<file path="config.mk">
export PLATFORM = sky130hd
export DESIGN_NAME = freq_meter_eqp
export DESIGN_NICKNAME = d
export VERILOG_FILES = /design/src/rtl/freq_meter_pkg.sv /design/src/rtl/fx_sync_edge.sv /design/src/rtl/freq_meter_eqp.sv
export SDC_FILE = /design/constraint.sdc
export NUM_CORES = 1
export LEC_CHECK = 0
export BUFFER_PORTS_ARGS = -buffer_cell sky130_fd_sc_hd__buf_4
export CORE_MARGIN = 2
export CORE_UTILIZATION = 40
export CTS_CLUSTER_SIZE = 24
export DETAILED_ROUTE_END_ITERATION = 12
export GPL_TIMING_DRIVEN = 0
export PLACE_DENSITY = 0.61
export SLEW_MARGIN = 15
export SYNTH_ARGS = -nofsm -noshare
export SYNTH_HDL_FRONTEND = slang
export SYNTH_SLANG_ARGS = --single-unit
export TNS_END_PERCENT = 20
</file>
<file path="constraint.sdc">
create_clock -name sysclk -period 7.2 [get_ports sysclk]
set_clock_uncertainty 0.1 [all_clocks]
set_input_delay 0.36 -clock sysclk [delete_from_list [all_inputs] [get_ports sysclk]]
set_output_delay 0.36 -clock sysclk [all_outputs]
set_load 0.01 [all_outputs]
</file>
<file path="src/rtl/freq_meter_pkg.sv">
// Shared state encoding and default parameters for the reciprocal frequency meter.
package freq_meter_pkg;
  typedef enum logic [1:0] {S_IDLE, S_ARM, S_MEAS, S_DONE} state_t;

  localparam int DEF_CNT_W       = 32;
  localparam int DEF_GATE_CYC    = 50_000_000;
  localparam int DEF_TIMEOUT_CYC = 100_000_000;
  localparam int DEF_SYNC_STAGES = 2;
endpackage

</file>
<file path="src/rtl/fx_sync_edge.sv">
// Brings the asynchronous fx pin into sysclk and emits a one-cycle pulse per rising edge.
module fx_sync_edge #(
  parameter int STAGES = 2
) (
  input  logic sysclk,
  input  logic reset,
  input  logic i_fx,
  output logic o_edge
);
  logic [STAGES-1:0] r_sync;
  logic              r_prev;
  logic              r_edge;

  // Registered edge output gives a fixed STAGES+1 cycle lag from the pin.
  always_ff @(posedge sysclk) begin
    if (reset) begin
      r_sync <= '0;
      r_prev <= 1'b0;
      r_edge <= 1'b0;
    end else begin
      r_sync <= {r_sync[STAGES-2:0], i_fx};
      r_prev <= r_sync[STAGES-1];
      r_edge <= r_sync[STAGES-1] & ~r_prev;
    end
  end

  assign o_edge = r_edge;
endmodule

</file>
<file path="src/rtl/freq_meter_eqp.sv">
// Equal-precision (reciprocal) frequency meter: gate aligned to whole fx periods,
// results read out bytewise, irq/ovf/tmo status.
module freq_meter_eqp
  import freq_meter_pkg::*;
#(
  parameter  int CNT_W       = DEF_CNT_W,
  parameter  int GATE_CYC    = DEF_GATE_CYC,
  parameter  int TIMEOUT_CYC = DEF_TIMEOUT_CYC,
  parameter  int SYNC_STAGES = DEF_SYNC_STAGES,
  localparam int SEL_W       = $clog2(2*CNT_W/8)
) (
  input  logic             sysclk,
  input  logic             reset,
  input  logic             fx,
  input  logic             start,
  input  logic             mode_cont,
  input  logic [SEL_W-1:0] sel,
  output logic [7:0]       data_out,
  output logic             irq,
  input  logic             ack,
  output logic             busy,
  output logic             ovf,
  output logic             tmo
);
  localparam int          NB     = CNT_W/8;
  localparam int          TMR_W  = $clog2(TIMEOUT_CYC+1);
  localparam logic [63:0] GATE_L = 64'(GATE_CYC);

  state_t             r_state;
  logic [CNT_W-1:0]   r_fx_cnt, r_base_cnt, r_fx_res, r_base_res;
  logic [TMR_W-1:0]   r_tmr;
  logic               r_rearm, r_ovf_p, r_tmo_p, r_irq, r_ovf, r_tmo;
  logic [7:0]         r_dout, w_byte;
  logic               w_edge, w_gate, w_sat, w_tmo_hit;

  fx_sync_edge #(.STAGES(SYNC_STAGES)) u_sync (
    .sysclk (sysclk),
    .reset  (reset),
    .i_fx   (fx),
    .o_edge (w_edge)
  );

  // 64-bit compare so GATE_CYC may exceed the counter range (saturation wins then).
  assign w_gate    = w_edge && ((64'(r_base_cnt) + 64'd1) >= GATE_L);
  assign w_sat     = (&r_base_cnt) | (&r_fx_cnt);
  assign w_tmo_hit = !w_edge && (r_tmr == TMR_W'(TIMEOUT_CYC-1));

  always_ff @(posedge sysclk) begin
    if (reset) begin
      r_state    <= S_IDLE;
      r_fx_cnt   <= '0;
      r_base_cnt <= '0;
      r_fx_res   <= '0;
      r_base_res <= '0;
      r_tmr      <= '0;
      r_rearm    <= 1'b0;
      r_ovf_p    <= 1'b0;
      r_tmo_p    <= 1'b0;
      r_irq      <= 1'b0;
      r_ovf      <= 1'b0;
      r_tmo      <= 1'b0;
    end else begin
      if (ack) r_irq <= 1'b0;
      case (r_state)
        S_IDLE: begin
          r_tmr   <= '0;
          r_rearm <= 1'b0;
          if (start || (mode_cont && r_rearm)) r_state <= S_ARM;
        end
        S_ARM: begin
          if (w_edge) begin
            r_fx_cnt   <= '0;
            r_base_cnt <= '0;
            r_tmr      <= '0;
            r_state    <= S_MEAS;
          end else if (w_tmo_hit) begin
            r_fx_res   <= '0;
            r_base_res <= '0;
            r_ovf_p    <= 1'b0;
            r_tmo_p    <= 1'b1;
            r_state    <= S_DONE;
          end else begin
            r_tmr <= r_tmr + 1'b1;
          end
        end
        S_MEAS: begin
          if (w_sat) begin
            r_fx_res   <= '1;
            r_base_res <= '1;
            r_ovf_p    <= 1'b1;
            r_tmo_p    <= 1'b0;
            r_state    <= S_DONE;
          end else if (w_gate) begin
            r_fx_res   <= r_fx_cnt + 1'b1;
            r_base_res <= r_base_cnt + 1'b1;
            r_ovf_p    <= 1'b0;
            r_tmo_p    <= 1'b0;
            r_state    <= S_DONE;
          end else if (w_tmo_hit) begin
            r_fx_res   <= '0;
            r_base_res <= '0;
            r_ovf_p    <= 1'b0;
            r_tmo_p    <= 1'b1;
            r_state    <= S_DONE;
          end else begin
            r_base_cnt <= r_base_cnt + 1'b1;
            if (w_edge) begin
              r_fx_cnt <= r_fx_cnt + 1'b1;
              r_tmr    <= '0;
            end else begin
              r_tmr <= r_tmr + 1'b1;
            end
          end
        end
        S_DONE: begin
          // Set after the ack clear above, so a coincident ack cannot drop irq.
          r_irq   <= 1'b1;
          r_ovf   <= r_ovf_p;
          r_tmo   <= r_tmo_p;
          r_rearm <= 1'b1;
          r_state <= S_IDLE;
        end
        default: r_state <= S_IDLE;
      endcase
    end
  end

  always_comb begin
    w_byte = 8'h00;
    for (int i = 0; i < NB; i++) begin
      if (sel == SEL_W'(i))      w_byte = r_fx_res[8*i +: 8];
      if (sel == SEL_W'(i + NB)) w_byte = r_base_res[8*i +: 8];
    end
  end

  always_ff @(posedge sysclk) begin
    if (reset) r_dout <= 8'h00;
    else       r_dout <= w_byte;
  end

  assign data_out = r_dout;
  assign irq      = r_irq;
  assign ovf      = r_ovf;
  assign tmo      = r_tmo;
  assign busy     = (r_state == S_ARM) || (r_state == S_MEAS);
endmodule

</file>
==> impl_results.rst <==
.. list-table::
   :header-rows: 1

   * - Metric
     - Value
   * - Post-CTS Setup Repair Bufs
     - 0
   * - Post-detailed-placement half-perimeter wirelength
     - between 20000 and 25000 µm
   * - Final critical-path required period
     - 4310 ps
   * - Async set-or-reset flop fraction in the synthesized netlist
     - 0%
   * - Critical path class
     - reg -> reg
   * - Antenna-violating nets left
     - 0
   * - Worst vdd ir
     - 0.000111 V
   * - CTS tree
     - built
   * - Gr ovfl total
     - 0
   * - Type of destination of the critical path
     - register
   * - PwrDens
     - 203 mW/mm²
   * - CTS Buffer Depth
     - 2
   * - Cell area after technology mapping
     - 0.0100 mm²
   * - Number of rows created at floorplan
     - 58
   * - Share of total power in the clock network
     - a little over two fifths
   * - Count of input and output buffers
     - 19
   * - Number of remaining DRC errors
     - 0
   * - Number of antenna violations at the first check in global routing
     - 0
   * - Buffers plus inverters on the worst setup path
     - 1
   * - Setup-violating endpoint count in the final report
     - 0
   * - CP max FO
     - 10
   * - Number of enable-type register cells in the synthesized netlist
     - 0
   * - Most numerous cell types in the synthesized netlist
     - 175 x dfxtp_1, 133 x nand2_1, 106 x nor2_1
   * - Setup slack after placement
     - 3040 ps
   * - Core area
     - between 0.02 and 0.025 mm²
   * - Leakage dissipation
     - between 3 and 4 nW
   * - Post-synthesis cell type count
     - 82
   * - Clk slew on worst S/H paths
     - 80 ps
   * - Horiz. Die Dim
     - ~160 µm
   * - Total internal power
     - 0.00158 W
   * - Crit-path max cell delay
     - approximately 570 ps
   * - Routed via count
     - 9727
   * - Post-route fraction of the period consumed by the critical path
     - 59.9%
   * - Leading register cell type out of synthesis
     - dfxtp_1
   * - Max stage delay cell, worst path
     - nor2_1
   * - Least setup slack across all paths after layout
     - 2890 ps
   * - Number of antenna diodes
     - 0
   * - Number of register bits inferred by synthesis
     - 175
   * - Pin count of the biggest net entering global routing
     - 21
   * - Hold Violations, Final
     - 0
   * - Result of the run
     - completed
   * - Top-level I/O count
     - 21
   * - Post-synthesis cell count
     - ~1200
   * - Worst hold path class
     - in -> reg
   * - Detailed-route wire length per cell
     - 20.7 µm
   * - Startpoint types
     - register
   * - Number of max-slew violations in the final report
     - 0
   * - Mapped Avg Cell Area
     - 8.35 µm²
   * - Share of final-layout standard cells stronger than drive strength 1
     - 12.8%
   * - Gates resized, CTS repair
     - 0
   * - Slew Limit Headroom
     - 38.3%
   * - First-pass GRT wire length
     - 52100 µm
   * - Sequential share of the synthesized area
     - 34.9%
   * - Initial Utilization
     - 40.4%
   * - Family with the most delay on the worst path
     - simple AND/OR/NAND/NOR gates
   * - Crit-path cells
     - ha_1, nand3_1, nor2_1, and3_1, a31oi_1, nor4_2, a21boi_0, a21oi_1, o21ai_0, clkbuf_1, o2bb2ai_1
   * - CTS Root Buffer Type
     - clkbuf_16
   * - Post-CTS Hold Buffers
     - 0
   * - Achievable clock frequency
     - 232 MHz
   * - Placer congestion estimate
     - 0.934
   * - Syn. warnings
     - 0
   * - Most frequent cell after synthesis
     - dfxtp_1
   * - All-Layer GR Usage
     - 25.3%
   * - Dominant cells by area after synthesis
     - dfxtp_1 35%, nand2_1 5.0%, nor2_1 4.0%
   * - Die Span Y
     - 162 µm
   * - Max-Cap Viols
     - 0
   * - CTS buffer count
     - 17
   * - Post-synth top area share
     - roughly a third
   * - Logic gate share of total power
     - 11.2%
   * - Clock latency of the later-clocked register in the worst-skew pair
     - between 400 and 500 ps
   * - Net switching power figure
     - 0.000688 W
   * - DRT Wirelength
     - 32700 µm
   * - Ratio of routed vias to standard cells
     - 6.14
   * - Overall die area
     - roughly 0.026 mm²
   * - First-pass iteration count of the detailed router
     - 7
   * - Final-stage net count
     - 1261
   * - Part of the power in registers
     - 46.1%
   * - Fraction of power spent switching nets
     - just over 30%
   * - Worst-margin pin slew
     - around 900 ps
   * - Clk sink count
     - 175
   * - P&R area growth vs syn
     - 11.6%
   * - RSZ-0062 raised after global routing
     - false
   * - Data required time at the worst endpoint
     - ~7400 ps
   * - Detailed Route Iter0 Violations
     - 987
   * - Data arrival time at the worst-slack endpoint
     - about 4500 ps
   * - Number of global-route vias before repair
     - 9039
   * - Total nets after synthesis
     - ~1200
   * - Summed negative setup slack over all endpoints
     - 0 ps
   * - H-tree Lvls
     - 4
   * - Cell type with the highest aggregate area in the netlist
     - dfxtp_1
-- routing by layer --
metal | track usage [%] | vias up | routed length, µm
li1 | - | 4585 | -
met1 | 35.8 | 4704 | 15100
met2 | 39.0 | 383 | 14500
met3 | 3.85 | 55 | 2220
met4 | 9.61 | 0 | 952
met5 | 0 | - | 0
-- worst register-to-register path, cell delays in order (launching register included) --
cell	delay (ps)
dfxtp_1	470
ha_1	330
nand3_1	320
nor2_1	570
and3_1	330
a31oi_1	140
nor4_2	500
a21boi_0	290
a21oi_1	140
o21ai_0	440
clkbuf_1	410
o2bb2ai_1	140
-- placed cells by master, fill, tap and decap left out, types with 10 or more instances in the layout --
cell type,netlist,routed
o221a_2,23,23
clkbuf_1,59,59
a21oi_1,47,47
a31oi_1,15,15
buf_2,22,22
and3_1,15,15
dfxtp_1,175,175
a32o_1,22,22
nor2_1,106,106
mux2i_1,24,24
a21o_1,11,11
o2bb2ai_1,13,13
and2_1,15,15
nand2_1,133,133
o21ai_0,46,46
xor2_1,20,20
buf_4,4,23
o31ai_1,21,21
nand3_1,52,52
xnor2_1,40,40
a31o_2,11,11
a311oi_1,26,26
or3_1,17,17
or4_1,10,10
inv_1,17,17
mux4_2,10,10
buf_6,10,10
nand4_1,55,55
nor4_1,16,16
clkbuf_16,0,17
ha_1,10,10
nor3_1,40,40
-- worst paths after layout --
check	to	cells past startpoint	slack (ps)	from
worst min register to register	u_sync.o_edge	1	290	u_sync.r_prev
worst max-delay path	r_fx_res[15]	11	2890	r_base_cnt[0]
worst min-delay path	u_sync.r_sync[0]	2	30	fx
worst max register to register	r_fx_res[15]	11	2890	r_base_cnt[0]
-- power groups by stage --
stage          logic (W)  clock network, W  registers [W]
3_3_place_gp    0.000247                 0        0.00107
5_1_grt         0.000276           0.00102        0.00105
2_1_floorplan   0.000179                 0        0.00105
4_1_cts         0.000251          0.000980        0.00105
6_report        0.000254          0.000970        0.00105
3_5_place_dp    0.000250                 0        0.00107
-- metrics by stage --
| step | util (%) | total power [W] | std cells | hold WS, ps | area (µm²) |
|---|---|---|---|---|---|
| after CTS | 45.0 | 0.00228 | 1585 | 25.6 | 11200 |
| after detailed placement | 42.6 | 0.00132 | 1553 | 277 | 10600 |
| after global placement | 42.6 | 0.00132 | 1553 | 278 | 10600 |
| after global routing | 45.0 | 0.00235 | 1585 | 64.9 | 11200 |
| final | 45.0 | 0.00227 | 1585 | 29.7 | 11200 |
| after floorplan | - | 0.00123 | 1204 | 267 | 10000 |
-- cell type report --
type / count / area, µm²
Sequential cell: 175 / 3500
Clock buffer: 17 / 425
Multi-Input combinational cell: 907 / 5970
Timing Repair Buffer: 19 / 143
Clock inverter: 15 / 184
Inverter: 17 / 63.8
Tap cell: 330 / 413
Fill cell: 2447 / 13700
Buffer: 105 / 515
-- registers in the layout (all words and copies together) (netlist names) --
register,flops
tmo,1
r_fx_cnt,32
u_sync.o_edge,1
r_fx_res,32
r_rearm,1
ovf,1
r_state,2
r_base_cnt,32
r_tmo_p,1
data_out,8
u_sync.r_prev,1
irq,1
r_ovf_p,1
r_base_res,32
u_sync.r_sync,2
r_tmr,27
-- kinds of logic (layout without fill, tap and decap cells) --
family	after synthesis	after routing	synth area share [%]
and+or+nand+nor	512	512	26.0
buffers and inverters	122	173	5.77
muxes	37	37	4.97
DFF	175	175	34.9
adders and majority gates	10	10	1.25
AOI/OAI and AO/OA	288	288	21.9
xor gates and xnor gates	60	60	5.23
Power figures use the tool's default switching activity.
